### src/rtl/vgacon_pkg.sv
// Shared constants, FSM encoding and width helpers for the VGA console TTY sequencer.
package vgacon_pkg;

  localparam logic [8:0] BLANK_CELL = 9'h020;

  localparam logic [6:0] CH_BS    = 7'h08;
  localparam logic [6:0] CH_LF    = 7'h0A;
  localparam logic [6:0] CH_CR    = 7'h0D;
  localparam logic [6:0] CH_SPACE = 7'h20;
  localparam logic [6:0] CH_TILDE = 7'h7E;

  typedef logic [2:0] state_t;

  localparam state_t ST_IDLE         = 3'd0;
  localparam state_t ST_WAIT_VBL     = 3'd1;
  localparam state_t ST_SCROLL_COPY  = 3'd2;
  localparam state_t ST_SCROLL_CLEAR = 3'd3;
  localparam state_t ST_CLEAR_ALL    = 3'd4;

  function automatic int unsigned width_of(input int unsigned n);
    return (n > 1) ? $clog2(n) : 1;
  endfunction

  function automatic logic is_printable(input logic [6:0] c);
    return (c >= CH_SPACE) && (c <= CH_TILDE);
  endfunction

endpackage

### src/rtl/vgacon_cursor.sv
// Text cursor: row/column counter with advance, newline, carriage return, backspace and home.
module vgacon_cursor
  import vgacon_pkg::*;
#(
  parameter int unsigned NUM_ROWS = 3,
  parameter int unsigned NUM_COLS = 10,
  parameter int unsigned ROW_W    = width_of(NUM_ROWS),
  parameter int unsigned COL_W    = width_of(NUM_COLS)
) (
  input  logic             i_clk,
  input  logic             i_rst,
  input  logic             i_advance,
  input  logic             i_newline,
  input  logic             i_cr,
  input  logic             i_back,
  input  logic             i_home,
  output logic [ROW_W-1:0] o_row,
  output logic [COL_W-1:0] o_col,
  output logic             o_scroll_needed
);

  localparam logic [ROW_W-1:0] LAST_ROW = ROW_W'(NUM_ROWS - 1);
  localparam logic [COL_W-1:0] LAST_COL = COL_W'(NUM_COLS - 1);

  logic [ROW_W-1:0] r_row;
  logic [COL_W-1:0] r_col;
  logic             w_wrap;

  assign w_wrap          = i_newline | (i_advance & (r_col == LAST_COL));
  // Row stays on the last line; the caller scrolls the buffer instead.
  assign o_scroll_needed = w_wrap & (r_row == LAST_ROW);
  assign o_row           = r_row;
  assign o_col           = r_col;

  always_ff @(posedge i_clk or posedge i_rst) begin
    if (i_rst) begin
      r_row <= '0;
      r_col <= '0;
    end else if (i_home) begin
      r_row <= '0;
      r_col <= '0;
    end else if (w_wrap) begin
      r_col <= '0;
      if (r_row != LAST_ROW) r_row <= r_row + 1'b1;
    end else if (i_advance) begin
      r_col <= r_col + 1'b1;
    end else if (i_cr) begin
      r_col <= '0;
    end else if (i_back && (r_col != '0)) begin
      r_col <= r_col - 1'b1;
    end
  end

endmodule

### src/rtl/tqvp_vgacon_tty_ctrl.sv
// Terminal sequencer owning the text RAM write port: host cell writes, putc stream, scroll, clear.
// Define VGACON_VBLANK_SYNC_EN to add i_vblank and hold scroll/clear until vertical blank.
module tqvp_vgacon_tty_ctrl
  import vgacon_pkg::*;
#(
  parameter int unsigned NUM_ROWS = 3,
  parameter int unsigned NUM_COLS = 10,
  parameter int unsigned CELL_W   = 9,
  parameter int unsigned ADDR_W   = width_of(NUM_ROWS * NUM_COLS),
  parameter int unsigned ROW_W    = width_of(NUM_ROWS),
  parameter int unsigned COL_W    = width_of(NUM_COLS)
) (
  input  logic              i_clk,
  input  logic              i_rst,
  input  logic              i_host_wr_valid,
  input  logic [ADDR_W-1:0] i_host_wr_addr,
  input  logic [CELL_W-1:0] i_host_wr_data,
  output logic              o_host_wr_ready,
  input  logic              i_putc_valid,
  input  logic [6:0]        i_putc_data,
  input  logic [1:0]        i_putc_color,
  output logic              o_putc_ready,
  input  logic              i_clr_req,
`ifdef VGACON_VBLANK_SYNC_EN
  input  logic              i_vblank,
`endif
  output logic [ADDR_W-1:0] o_buf_rd_addr,
  input  logic [CELL_W-1:0] i_buf_rd_data,
  output logic              o_buf_we,
  output logic [ADDR_W-1:0] o_buf_waddr,
  output logic [CELL_W-1:0] o_buf_wdata,
  output logic [ROW_W-1:0]  o_cursor_row,
  output logic [COL_W-1:0]  o_cursor_col,
  output logic              o_busy,
  output logic              o_op_done
);

  localparam int unsigned       NUM_CHARS = NUM_ROWS * NUM_COLS;
  localparam logic [ADDR_W-1:0] COPY_LAST = ADDR_W'((NUM_ROWS - 1) * NUM_COLS - 1);
  localparam logic [ADDR_W-1:0] CELL_LAST = ADDR_W'(NUM_CHARS - 1);

`ifdef VGACON_VBLANK_SYNC_EN
  localparam logic VBL_GATE = 1'b1;
  logic w_vblank;
  assign w_vblank = i_vblank;
`else
  localparam logic VBL_GATE = 1'b0;
  logic w_vblank;
  assign w_vblank = 1'b1;
`endif

  state_t            r_state, r_target;
  logic [ADDR_W-1:0] r_idx, r_rd_addr, r_waddr;
  logic [CELL_W-1:0] r_wdata;
  logic              r_we, r_op_done, r_clr_pend;

  logic              w_idle, w_clr_go, w_host_go, w_putc_go, w_scroll_go, w_scroll_needed;
  logic              w_printable, w_is_lf, w_is_cr, w_bs_go, w_home, w_host_in_range;
  logic [ROW_W-1:0]  w_row;
  logic [COL_W-1:0]  w_col;
  logic [ADDR_W-1:0] w_cur_addr;

  // Arbitration: a latched clear beats host writes, which beat the character stream.
  assign w_idle      = (r_state == ST_IDLE);
  assign w_clr_go    = w_idle & r_clr_pend;
  assign w_host_go   = w_idle & ~r_clr_pend & i_host_wr_valid;
  assign w_putc_go   = w_idle & ~r_clr_pend & ~i_host_wr_valid & i_putc_valid;

  assign w_printable = is_printable(i_putc_data);
  assign w_is_lf     = (i_putc_data == CH_LF);
  assign w_is_cr     = (i_putc_data == CH_CR);
  assign w_bs_go     = w_putc_go & (i_putc_data == CH_BS) & (w_col != '0);
  assign w_scroll_go = w_putc_go & w_scroll_needed;
  assign w_home      = (r_state == ST_CLEAR_ALL) & (r_idx == CELL_LAST);

  assign w_host_in_range = (32'(i_host_wr_addr) < NUM_CHARS);
  assign w_cur_addr      = ADDR_W'(NUM_COLS * 32'(w_row)) + ADDR_W'(w_col);

  assign o_host_wr_ready = w_host_go;
  assign o_putc_ready    = w_putc_go;
  assign o_busy          = ~w_idle | w_clr_go | w_scroll_go;
  assign o_buf_rd_addr   = r_rd_addr;
  assign o_buf_we        = r_we;
  assign o_buf_waddr     = r_waddr;
  assign o_buf_wdata     = r_wdata;
  assign o_op_done       = r_op_done;
  assign o_cursor_row    = w_row;
  assign o_cursor_col    = w_col;

  vgacon_cursor #(
    .NUM_ROWS (NUM_ROWS),
    .NUM_COLS (NUM_COLS),
    .ROW_W    (ROW_W),
    .COL_W    (COL_W)
  ) u_cursor (
    .i_clk           (i_clk),
    .i_rst           (i_rst),
    .i_advance       (w_putc_go & w_printable),
    .i_newline       (w_putc_go & w_is_lf),
    .i_cr            (w_putc_go & w_is_cr),
    .i_back          (w_bs_go),
    .i_home          (w_home),
    .o_row           (w_row),
    .o_col           (w_col),
    .o_scroll_needed (w_scroll_needed)
  );

  // Pulses arriving while busy coalesce into one pending clear.
  always_ff @(posedge i_clk or posedge i_rst) begin
    if (i_rst)         r_clr_pend <= 1'b0;
    else if (w_clr_go) r_clr_pend <= 1'b0;
    else if (i_clr_req) r_clr_pend <= 1'b1;
  end

  always_ff @(posedge i_clk or posedge i_rst) begin
    if (i_rst) begin
      r_state   <= ST_IDLE;
      r_target  <= ST_IDLE;
      r_idx     <= '0;
      r_rd_addr <= '0;
      r_we      <= 1'b0;
      r_waddr   <= '0;
      r_wdata   <= '0;
      r_op_done <= 1'b0;
    end else begin
      r_we      <= 1'b0;
      r_op_done <= 1'b0;
      case (r_state)
        ST_IDLE: begin
          if (w_clr_go) begin
            r_idx    <= '0;
            r_target <= ST_CLEAR_ALL;
            r_state  <= VBL_GATE ? ST_WAIT_VBL : ST_CLEAR_ALL;
          end else if (w_host_go) begin
            if (w_host_in_range) begin
              r_we    <= 1'b1;
              r_waddr <= i_host_wr_addr;
              r_wdata <= i_host_wr_data;
            end
          end else if (w_putc_go) begin
            if (w_printable) begin
              r_we    <= 1'b1;
              r_waddr <= w_cur_addr;
              r_wdata <= CELL_W'({i_putc_color, i_putc_data});
            end else if (w_bs_go) begin
              r_we    <= 1'b1;
              r_waddr <= w_cur_addr - ADDR_W'(1);
              r_wdata <= CELL_W'({i_putc_color, CH_SPACE});
            end
            if (w_scroll_go) begin
              r_idx     <= '0;
              r_rd_addr <= ADDR_W'(NUM_COLS);
              r_target  <= ST_SCROLL_COPY;
              r_state   <= VBL_GATE ? ST_WAIT_VBL : ST_SCROLL_COPY;
            end
          end
        end
        ST_WAIT_VBL: begin
          if (w_vblank) r_state <= r_target;
        end
        ST_SCROLL_COPY: begin
          r_we    <= 1'b1;
          r_waddr <= r_idx;
          r_wdata <= i_buf_rd_data;
          r_idx   <= r_idx + ADDR_W'(1);
          if (r_idx == COPY_LAST) r_state <= ST_SCROLL_CLEAR;
          else                    r_rd_addr <= r_rd_addr + ADDR_W'(1);
        end
        ST_SCROLL_CLEAR, ST_CLEAR_ALL: begin
          r_we    <= 1'b1;
          r_waddr <= r_idx;
          r_wdata <= CELL_W'(BLANK_CELL);
          if (r_idx == CELL_LAST) begin
            r_idx     <= '0;
            r_op_done <= 1'b1;
            r_state   <= ST_IDLE;
          end else begin
            r_idx <= r_idx + ADDR_W'(1);
          end
        end
        default: r_state <= ST_IDLE;
      endcase
    end
  end

endmodule
### config.mk
export PLATFORM = sky130hd
export DESIGN_NAME = tqvp_vgacon_tty_ctrl
export DESIGN_NICKNAME = d
export VERILOG_FILES = /design/src/rtl/vgacon_pkg.sv /design/src/rtl/vgacon_cursor.sv /design/src/rtl/tqvp_vgacon_tty_ctrl.sv
export SDC_FILE = /design/constraint.sdc
export NUM_CORES = 1
export LEC_CHECK = 0
export CAP_MARGIN = 15
export CORE_ASPECT_RATIO = 0.9
export CORE_MARGIN = 2
export CORE_UTILIZATION = 52
export DETAILED_ROUTE_END_ITERATION = 8
export GPL_ROUTABILITY_DRIVEN = 0
export HOLD_SLACK_MARGIN = 0.12
export PLACE_DENSITY = 0.88
export RECOVER_POWER = 50
export REMOVE_ABC_BUFFERS = 1
export SLEW_MARGIN = 20
export SYNTH_ARGS = -nofsm -noshare
export SYNTH_HDL_FRONTEND = slang
export SYNTH_SLANG_ARGS = --single-unit
### constraint.sdc
create_clock -name i_clk -period 9.8 [get_ports i_clk]
set_clock_uncertainty 0.1 [all_clocks]
set_input_delay 2.94 -clock i_clk [delete_from_list [all_inputs] [get_ports i_clk]]
set_output_delay 2.94 -clock i_clk [all_outputs]
set_load 0.005 [all_outputs]
==> results <==
-- state kept, by name, indices dropped and copies added, names as in the netlist --
signal	count
o_buf_we	1
r_idx	5
o_op_done	1
r_state	3
o_buf_waddr	5
u_cursor.o_row	2
o_buf_wdata	9
u_cursor.o_col	4
r_target	2
o_buf_rd_addr	5
r_clr_pend	1
-- power breakdown --
part / switching [mW] / internal (mW)
sequential: 0.0737 / 0.227
clock: 0.0541 / 0.0814
combinational: 0.275 / 0.267
-- critical path: stages --
cell and delay (ps):
clkdlybuf4s50_1 500, or4b_2 700, nor4_1 290, o211a_1 380, nor2_2 110, inv_1 70, clkdlybuf4s50_1 490
-- cell families (layout without fill, tap and decap cells) --
group           after synthesis  count (layout)  share of synthesized area, %
compound gates               85              85                          22.3
xor+xnor                      9               9                          3.19
fa+ha+maj                    12              12                          6.39
buf+inv                      31              94                          6.03
flops                        38              38                          38.5
mux                           4               4                          1.67
simple gates                107             107                          21.9
-- synth_stat cells, types with 2 or more instances --
master | n | area (um^2)
a31oi_1 | 3 | 18.8
o21a_1 | 3 | 22.5
xor2_1 | 4 | 35.0
a21o_1 | 8 | 60.1
o22ai_2 | 2 | 25.0
buf_6 | 3 | 33.8
nand2b_1 | 3 | 18.8
a211oi_1 | 4 | 30.0
and4_1 | 3 | 26.3
nand3_1 | 10 | 50.1
mux2i_1 | 3 | 30.0
o21ai_0 | 11 | 55.1
nand3b_1 | 2 | 15.0
ha_1 | 11 | 138
nand2_1 | 26 | 97.6
nor3_1 | 5 | 25.0
nor4_1 | 3 | 18.8
a21oi_1 | 38 | 190
xnor2_1 | 5 | 43.8
o22a_1 | 2 | 17.5
clkbuf_1 | 6 | 22.5
a22oi_1 | 3 | 22.5
or3_1 | 3 | 18.8
inv_1 | 17 | 63.8
nor2_1 | 30 | 113
and3_1 | 5 | 31.3
dfrtp_1 | 38 | 951
buf_4 | 2 | 15.0
o211ai_1 | 2 | 15.0
nand4_1 | 8 | 50.1
-- layer usage --
metal	vias to the layer above	wire length, um	GRT usage, %
li1	1148	-	-
met1	1134	2900	31.6
met2	72	3140	42.5
met3	9	331	5.47
met4	0	82	6.87
met5	-	0	0
-- final timing paths --
path | cells past startpoint | startpoint | end | slack, ps
setup / recovery | 7 | i_putc_data[5] | o_busy | 1280
hold / removal | 1 | r_target[1]$_DFFE_PP0P_ | r_target[1]$_DFFE_PP0P_ | 390
setup reg to reg | 8 | r_state[0]$_DFFE_PP0P_ | o_buf_waddr[2]$_DFFE_PP0P_ | 6870
hold reg to reg | 1 | r_target[1]$_DFFE_PP0P_ | r_target[1]$_DFFE_PP0P_ | 390
max in group asynchronous | 3 | i_rst | o_buf_waddr[4]$_DFFE_PP0P_ | 4710
min in group asynchronous | 3 | i_rst | o_buf_rd_addr[4]$_DFFE_PP0P_ | 3720
-- area by class of cell --
cell class                 instances  area, um^2
timing repair buffer              68         672
clock buffer                       6        82.6
multi-input combinational        217        1370
sequential                        38         951
clock inverter                     1        30.0
inverter                          19        72.6
fill                             371        1260
tap                               62        77.6
==> flow_summary.toml <==
[synthesis]
async_flop_share_pct = 100
netlist_area_um2 = 2470
ys_seq_area_share_pct = 38.5
synth_cell_type_count = 53
yosysWarnings = 0
synthCells = 286
ys.flop_type = "dfrtp_1"
avgSynthCellArea_um2 = 8.63
synth-edff-count = 0
synth-seq-cells = 38

[global_routing]
grt_start_max_net_pins = 39
antenna_found_initial = 0
grt_pass1_vias = 2273
grt_overflow = 0
grt_usage_pct = 24.8
grt_pass1_wl_mm = 10.6

[worst_hold_path]
hold_class = "flop to flop"

[routing]
dr.pass1.iters = 4
drtIter0Drc = 231
via_per_inst = 5.75
ant_nets = 0
drc = 0
finalWirelength_mm = 6.45
wl_per_cell_um = 15.7
vias = 2363

[die]
die_y_um = 69.4
die_w_um = 76.6
pin_count = 67
initial_utilization_pct = 54.6
coreArea_um2 = 4520
rows = 23
dieArea_um2 = 5310

[clock_tree]
cts_max_level = 2
root_buffer = "clkbuf_8"
cts_tree = "done"
cts_buffer_depth = 2
ctsHoldBuffers = 0
clock-sinks = 38
worstSkewPairLatency_ps = 300
cts_buffers = 5
ctsResizeCount = 0
cts_setup_buffers = 0
path_clk_slew_ps = 70

[worst_setup_path]
cp.required_ps = 6760
path_class = "input port to output pin"
arrival_ps = 5480
crit_path_max_fanout = 8
cp-end-kind = "output pin"
start_kind = "input port"

[pwr]
p_leak_nw = 1.40
vdd_drop_max_mv = 0.172
power_density_nw_per_um2 = 301
finalPower_mw = 0.979

[timing]
max_freq_mhz = 117
slew_viol_final = 39
setup_viol = 0
min_period_over_period_pct = 86.9
maxSlewHeadroom_pct = -36.0
worstMarginPinSlew_ps = 2040
setup_slack_ps = 1280
holdWs_ps = 388
fin_crit_ps = 8520
fin_tns_setup_ps = 0
finalHoldViolCount = 0
rsz0062_at_grt = "false"

[final_layout]
num-nets-final = 398
mostFrequentLayoutCells = "clkdlybuf4s50_1 (53), a21oi_1 (38), dfrtp_1 (38)"
final_common_cell = "clkdlybuf4s50_1"
final_area_um2 = 3250
num_antenna_cells = 0
fin_util_pct = 72.0
drive_gt1_share_pct = 5.73
area_growth_pct = 31.8
stdcell_count = 411

[placement]
hpwl_mm = 4.79
place_inst = 404
place_area_um2 = 3140
place_ws_ps = 1330
io_buffers = 66

[run_status]
violations = "capacitance limit, slew limit"
status = "finished with violations"

[run]
maxCapViolCount = 1
(Power assumes the default switching activity.)
